--- config.mk ---
export PLATFORM = sky130hd
export DESIGN_NAME = bus_arb4
export DESIGN_NICKNAME = d
export VERILOG_FILES = /design/src/rtl/bus_arb4.sv
export SDC_FILE = /design/constraint.sdc
export NUM_CORES = 1
export LEC_CHECK = 0
export ABC_AREA = 1
export CORE_MARGIN = 1.5
export CORE_UTILIZATION = 30
export CTS_CLUSTER_DIAMETER = 40
export DETAILED_ROUTE_END_ITERATION = 8
export DONT_BUFFER_PORTS = 1
export PLACE_DENSITY_LB_ADDON = 0.12
export SYNTH_ARGS = -nofsm -noshare
export SYNTH_HDL_FRONTEND = slang
export SYNTH_SLANG_ARGS = --single-unit
--- constraint.sdc ---
create_clock -name clk -period 5.24 [get_ports clk]
set_input_delay 1.048 -clock clk [delete_from_list [all_inputs] [get_ports clk]]
set_output_delay 1.048 -clock clk [all_outputs]
set_load 0.03 [all_outputs]
--- src/rtl/bus_arb4.sv ---
// ---------------------------------------------------------------------------
// bus_arb4 - four-requester round-robin bus arbiter with a registered shared
//            data path and a bounded ownership tenure.
//
// The arbiter grants the shared bus to one requester at a time. While the
// owner keeps its request high, one beat of its data is forwarded per cycle.
// When the owner drops its request, the bus is handed over in the same cycle,
// or the arbiter goes idle if nobody else is asking. When an owner has held
// the bus for MAX_BEATS consecutive beats, it is forced to give it up. The
// round-robin pointer then gives that owner lowest priority, so it keeps the
// bus with no gap only if nobody else is requesting.
//
// Parameters
//   WIDTH      data width of each requester port and of the shared output
//   MAX_BEATS  longest continuous tenure before forced rotation (2..256)
//
// Ports
//   clk        rising-edge clock
//   rst_n      asynchronous active-low reset
//   req[3:0]   request level, bit k belongs to requester k
//   I0..I3     requester data
//   gnt[3:0]   registered one-hot grant, zero when there is no owner
//   s[1:0]     registered owner index (shared 4:1 select); holds when idle
//   o          registered shared bus data; holds when no beat is transferred
//   valid      registered; high when o carries a beat from the owner
// ---------------------------------------------------------------------------
module bus_arb4 #(
  parameter int WIDTH     = 32,
  parameter int MAX_BEATS = 8
) (
  input  logic             clk,
  input  logic             rst_n,
  input  logic [3:0]       req,
  input  logic [WIDTH-1:0] I0,
  input  logic [WIDTH-1:0] I1,
  input  logic [WIDTH-1:0] I2,
  input  logic [WIDTH-1:0] I3,
  output logic [3:0]       gnt,
  output logic [1:0]       s,
  output logic [WIDTH-1:0] o,
  output logic             valid
);

  localparam int                CNT_W     = (MAX_BEATS > 1) ? $clog2(MAX_BEATS) : 1;
  localparam logic [CNT_W-1:0]  LAST_BEAT = CNT_W'(MAX_BEATS - 1);

  typedef enum logic {
    ST_IDLE = 1'b0,
    ST_BUSY = 1'b1
  } state_t;

  state_t             r_state;
  logic [3:0]         r_gnt;
  logic [1:0]         r_s;
  logic [WIDTH-1:0]   r_o;
  logic               r_valid;
  logic [1:0]         r_ptr;       // highest-priority requester for the next decision
  logic [CNT_W-1:0]   r_beat_cnt;  // beats already taken in the current tenure

  logic               w_win_any;
  logic [1:0]         w_win_off;
  logic [1:0]         w_win_idx;
  logic               w_own_req;
  logic               w_last_beat;
  logic [WIDTH-1:0]   w_own_data;

  // Round-robin search: walk ptr, ptr+1, ptr+2, ptr+3 (mod 4) and keep the
  // nearest asserted request. Scanning from the far end down means the
  // closest hit is the one left in w_win_off.
  // NOTE: every signal assigned in always_comb gets a default first, so no
  // path leaves it unassigned and no latch is inferred.
  always_comb begin
    w_win_any = 1'b0;
    w_win_off = 2'd0;
    for (int i = 3; i >= 0; i--) begin
      if (req[r_ptr + 2'(i)]) begin
        w_win_any = 1'b1;
        w_win_off = 2'(i);
      end
    end
  end

  assign w_win_idx = r_ptr + w_win_off;  // 2-bit add wraps mod 4

  // Shared 4:1 data select, steered by the registered owner index.
  always_comb begin
    w_own_data = I0;
    case (r_s)
      2'd0:    w_own_data = I0;
      2'd1:    w_own_data = I1;
      2'd2:    w_own_data = I2;
      default: w_own_data = I3;
    endcase
  end

  assign w_own_req   = req[r_s];
  assign w_last_beat = (r_beat_cnt == LAST_BEAT);

  // Control FSM and every registered output live in one sequential block.
  // Each (re)grant loads the owner, moves ptr past the winner and clears the
  // beat counter. This also holds for a forced re-grant to the same owner.
  // NOTE: sequential state uses non-blocking assignments only, so every
  // register samples pre-edge values and the block order does not matter.
  always_ff @(posedge clk or negedge rst_n) begin
    if (!rst_n) begin
      r_state    <= ST_IDLE;
      r_gnt      <= 4'b0000;
      r_s        <= 2'd0;
      r_o        <= '0;
      r_valid    <= 1'b0;
      r_ptr      <= 2'd0;
      r_beat_cnt <= '0;
    end else begin
      case (r_state)
        ST_IDLE: begin
          r_valid <= 1'b0;
          if (w_win_any) begin
            r_state    <= ST_BUSY;
            r_gnt      <= 4'b0001 << w_win_idx;
            r_s        <= w_win_idx;
            r_ptr      <= w_win_idx + 2'd1;
            r_beat_cnt <= '0;
          end
        end

        ST_BUSY: begin
          if (w_own_req) begin
            // The owner still asks: this cycle transfers a beat.
            r_o     <= w_own_data;
            r_valid <= 1'b1;
            if (w_last_beat) begin
              // Tenure exhausted. The owner's own request guarantees a
              // winner, and ptr already points past the owner, so the owner
              // wins again only if nobody else is requesting.
              r_gnt      <= 4'b0001 << w_win_idx;
              r_s        <= w_win_idx;
              r_ptr      <= w_win_idx + 2'd1;
              r_beat_cnt <= '0;
            end else begin
              r_beat_cnt <= r_beat_cnt + CNT_W'(1);
            end
          end else begin
            // Voluntary release: no beat, o keeps its last value.
            r_valid <= 1'b0;
            if (w_win_any) begin
              // Hand the bus straight to the next requester, with no idle bubble.
              r_gnt      <= 4'b0001 << w_win_idx;
              r_s        <= w_win_idx;
              r_ptr      <= w_win_idx + 2'd1;
              r_beat_cnt <= '0;
            end else begin
              // Nobody is waiting. s keeps the last owner index.
              r_state    <= ST_IDLE;
              r_gnt      <= 4'b0000;
              r_beat_cnt <= '0;
            end
          end
        end

        default: r_state <= ST_IDLE;
      endcase
    end
  end

  assign gnt   = r_gnt;
  assign s     = r_s;
  assign o     = r_o;
  assign valid = r_valid;

endmodule

# [Word level (Yosys, flattened, before mapping)]
# Cells that the tools add are included.
# W data, S select, Z words.
[op_classes] add_sub_neg=6 order_cmp=5 eq_ne=5 n_shift=1 n_mux=41 n_bitwise=1 reduce_logical=3
[op_table] op="$pmux W32 S3" count=1
[op_table] op="$mux W2" count=10
[op_table] op="$mux W4" count=4
[op_table] op="$lt A2 B3 Y1 const B" count=5
[op_table] op="$mux W1" count=12
[op_table] op="$bmux W1 S2" count=5
[op_table] op="$mux W3" count=3
[op_table] op="$pmux W2 S2" count=2
[op_table] op="$pmux W4 S2" count=1
[op_table] op="$pmux W3 S2" count=1
[op_table] op="$add A2 B1 Y2 const B" count=2
[op_table] op="$add A2 B2 Y2 const B" count=2
[op_table] op="$pmux W1 S2" count=2
[op_table] op="$reduce_and A2 Y1" count=2
[op_table] op="$shl A1 B2 Y4 const A" count=1
[op_table] op="$add A3 B1 Y3 const B" count=1
[op_table] op="$eq A3 B3 Y1 const B" count=1
[op_table] op="$ne A3 B2 Y1 const B" count=1
[op_table] op="$add A2 B2 Y2" count=1
[op_table] op="$eq A2 B1 Y1 const B" count=1
[op_table] op="$eq A2 B2 Y1 const B" count=1
[op_table] op="$logic_not A2 Y1" count=1
[op_table] op="$ne A2 B2 Y1 const B" count=1
[op_table] op="$not A1 Y1" count=1
[totals] ff_bits=45 input_bits=134 output_inout_bits=39 word_cells=69

# [Longest topological paths before layout]
[depth] word_depth=12 mapped_depth=15

# [Worst setup path before layout]
# No wires, ideal clock.
[synth_path] kind="input-to-reg" from="in req[2]" to="reg r_ptr[1]" setup_ns=0.083 arrival_time_ns=2.429 required_ns=5.157 path_slack_ns=2.729 cell_stages=13 path_buffers=0 cell_sequence="inv_1 -> nand2_1 -> nand2_1 -> nand2_1 -> nand2_1 -> a21oi_1 -> nor2_1 -> ha_1 -> xor2_1 -> nand3b_1 -> nand2_2 -> ha_1 -> o21ai_0"
[synth_between] elab_chain_len=11 elab_cells_between_ends=25 classes_between="2 x add/sub; 1 x eq/ne; 22 x mux"
[synth_rtl] item="from (decl)" line="33" text="input logic [3:0] req,"
[synth_rtl] item="$bmux W1 S2" line="76" text="if (req[r_ptr + 2'(i)]) begin"
[synth_rtl] item="$mux W1 (not written as such)" line="76"
[synth_rtl] item="$mux W2 (4 in series)" line="76"
[synth_rtl] item="$add A2 B2 Y2" line="83" text="assign w_win_idx = r_ptr + w_win_off;"
[synth_rtl] item="$add A2 B1 Y2" line="121, 137, 149"
[synth_rtl] item="$mux W2, on equally long branches" line="117, 145, 131"
[synth_rtl] item="$mux W2" line="127" text="if (w_own_req) begin"
[synth_rtl] item="$pmux W2 S2" line="114" text="case (r_state)"
[synth_rtl] item="to (signal assigned)" line="121" text="r_ptr <= w_win_idx + 2'd1;"
[synth_rtl] item="to (signal assigned)" line="137" text="r_ptr <= w_win_idx + 2'd1;"
[synth_rtl] item="to (signal assigned)" line="149" text="r_ptr <= w_win_idx + 2'd1;"
[synth_rtl] item="to (decl)" line="57" text="logic [1:0] r_ptr;"
# Several ways; a longest one is shown, not always the timed one. The select of a mux whose other input is x is not followed.
# A chain may end at the register's enable or synchronous reset.

# [Worst setup path in the final report]
[layout_path] from="in req[0]" to="reg r_gnt[3], in the netlist gnt[3]"
[layout_between] elab_chain_len=11 elab_cells_between_ends=28 classes_between="1 x add/sub; 2 x eq/ne; 1 x shift; 23 x mux; 1 x reduce/logical"
[layout_rtl] item="$bmux W1 S2" line="76"
[layout_rtl] item="$mux W1 (not written as such)" line="76"
[layout_rtl] item="$mux W2 (4 in series)" line="76"
[layout_rtl] item="$add A2 B2 Y2" line="83"
[layout_rtl] item="$shl A1 B2 Y4" line="119, 135, 147"
[layout_rtl] item="$mux W4, on equally long branches" line="145, 131"
[layout_rtl] item="$mux W4" line="127"
[layout_rtl] item="$pmux W4 S2" line="114"
[layout_rtl] item="to (signal assigned)" line="119" text="r_gnt <= 4'b0001 << w_win_idx;"
[layout_rtl] item="to (signal assigned)" line="135" text="r_gnt <= 4'b0001 << w_win_idx;"
[layout_rtl] item="to (signal assigned)" line="147" text="r_gnt <= 4'b0001 << w_win_idx;"
[layout_rtl] item="to (decl)" line="53" text="logic [3:0] r_gnt;"
# Several ways; a longest one is shown, not always the timed one. The select of a mux whose other input is x is not followed.

==> impl_metrics.toml <==
[critical_path]
arrival_ps = 2660
cp-endpoint = "gnt[3]$_DFFE_PN0P_"
worst-setup-path-type = "primary input to register"
required_ps = 5430
reg2reg_from = "s[0]$_DFFE_PN0P_"
r2r_slack_ps = 2850
cp_max_fo = 66
reg2reg_to = "s[0]$_DFFE_PN0P_"
ff2ff_path_depth = 11
endpoint_kind = "register"
startpoint = "req[0]"
cp-start-kind = "primary input"

[placed_design]
portBuffers = 0
dpl-instance-area_um2 = 2850
dp_cells = 504
place.gp.congestion = 0.787
pre_cts_slack_ps = 2380
hpwl_mm = 5.99

[pwr]
p_leak_uw = 0.00144
vdd_drop_max_mv = 0.210
p_per_area_nw_per_um2 = 778

[logic_synthesis]
synthFlopType = "dfrtp_1"
synthTopCellsByArea = "dfrtp_1 (40%), nand2_1 (25%), nand3_1 (6.8%)"
synth_cell_type_count = 25
synth_nets = 550
synth.top_cell.area_share_pct = 40.3
yosysSeqAreaShare_pct = 40.3
yosysWarnings = 0
ys_ff_latch = 45
synth_most_common_cell = "nand2_1"
synth_top_area_cell = "dfrtp_1"
syn_area_um2 = 2790
synthTopCellsByCount = "nand2_1 (189), dfrtp_1 (45), nand3_1 (38)"
synth-edff-count = 0
syn_inst = 412
synth_area_per_cell_um2 = 6.78
synth-async-reset-ratio_pct = 100

[timing]
fin_crit_sh_pct = 47.1
slew_viol_final = 0
setup_viol = 0
final_hold_viol_count = 0
slew_headroom_pct = 25.6
worst_slew_pin_slew_ps = 1110
finalCriticalPeriod_ps = 2470
fin_skew_ps = 3.49
fmax_mhz = 405
rsz0062_at_grt = "false"
setup_ws_ps = 2770
setup_tns_ps = 0

[global_routing]
gr-usage-all-layers_pct = 16.4
grt_pass1_vias = 2364
overflow = 0
antenna_found_initial = 0
grt_pass1_wl_mm = 12.6
grt_max_degree = 67

[clock_tree]
cts_made_buffers = 5
hold_buffers = 0
cts_max_level = 2
worstSkewPairLatency_ps = 290
post_cts_buffers = 0
cts_sinks = 45
clkTransAtPathRegs_ps = 80
cts_tree = "done"
cts_resized = 0
clock-root-buffer = "clkbuf_8"
cts_max_path_buffers = 2

[finish]
drive_above_1_share_pct = 7.02
num-nets-final = 538
final_area_um2 = 2920
final_cells = 510
final_core_util_pct = 31.9
nFillCells = 1024
n_antenna_cell = 0
syn_to_final_growth_pct = 4.53

[die]
die_h_um = 99.5
dieArea_um2 = 9900
num_io_pins = 173
start_util_pct = 30.5
die_width_um = 99.5
row_count = 35
core-area_um2 = 9150

[job]
drv_cap = 0

[detailed_routing]
first_iter_violations = 103
antenna_left = 0
wirelength_mm = 8.09
viasPerCell = 4.94
dr.pass1.iters = 4
drc = 0
wl_per_cell_um = 15.9
num_vias = 2519

[outcome]
status = "finished clean"

[min_path]
min_path_type = "primary input to asynchronous set/reset pin"
## critical path: stages
cell     delay (ps)
inv_1            50
o21ai_0         160
nand2_1          70
nand2_1          90
nand2_2         580
inv_4           320
nand2_8          80
nand2_4         100
inv_1            50
nand3_1          50
nand2_1          40
## registers in the layout, indices dropped and copies added, names as in the netlist
| signal | cells |
|---|---|
| r_beat_cnt | 3 |
| gnt | 4 |
| r_ptr | 2 |
| o | 32 |
| s | 2 |
| valid | 1 |
| r_state | 1 |
## cells by family after synthesis
group | synth area share (%)
compound gates | 12.9
simple gates | 37.7
xor+xnor | 0.314
mux | 0.358
buf+inv | 6.63
flops | 40.3
fa+ha+maj | 1.79
## worst min path at each step
stage / startpoint / end / slack (ps) / depth (start not counted)
6_report: rst_n / valid$_DFF_PN0_ / 440 / 0
5_1_grt: rst_n / o[31]$_DFFE_PN0P_ / 410 / 0
4_1_cts: rst_n / valid$_DFF_PN0_ / 420 / 0
3_5_place_dp: r_beat_cnt[1]$_DFFE_PN0N_ / r_beat_cnt[1]$_DFFE_PN0N_ / 470 / 2
3_3_place_gp: r_beat_cnt[2]$_DFFE_PN0N_ / r_beat_cnt[2]$_DFFE_PN0N_ / 460 / 2
2_1_floorplan: r_beat_cnt[1]$_DFFE_PN0N_ / r_beat_cnt[1]$_DFFE_PN0N_ / 450 / 2
## placed cells by master, fill, tap and decap left out, drive strengths merged
master	Yosys	routed
a21oi	33	33
a221oi	1	1
buf	10	2
clkbuf	11	5
clkinv	0	1
dfrtp	45	45
ha	4	4
inv	19	19
mux2i	1	1
nand2	199	199
nand3	38	38
nand3b	1	1
nor2	12	12
o21ai	37	37
xor2	1	1
## metal layers
layer	vias to the layer above	global-route usage (%)	share of wire [%]
li1	1295	-	-
met1	1118	20.2	43
met2	101	28.1	49
met3	5	5.27	7.3
met4	0	3.36	0.78
met5	-	0	0
## metrics by stage
step | hold WS, ps | power, uW
after global routing | 412 | 2540
after detailed placement | 471 | 2110
after floorplan | 446 | 1840
after CTS | 423 | 2320
final | 441 | 2270
after global placement | 461 | 2090
## report_power, final
part / internal (uW) / switching, uW
clock network: 88.0 / 114
registers: 512 / 424
logic: 381 / 752
## final cells by class
type / count / area (um2) / share of cell area (%)
inverter: 19 / 78.8 / 2.70
clock inverter: 1 / 5.00 / 0.171
tap: 111 / 139 / 4.76
clock buffer: 5 / 68.8 / 2.36
timing repair buffer: 2 / 15.0 / 0.514
sequential: 45 / 1130 / 38.6
multi-input combinational: 327 / 1490 / 50.9
No activity file was read; power rests on OpenSTA's default activity.
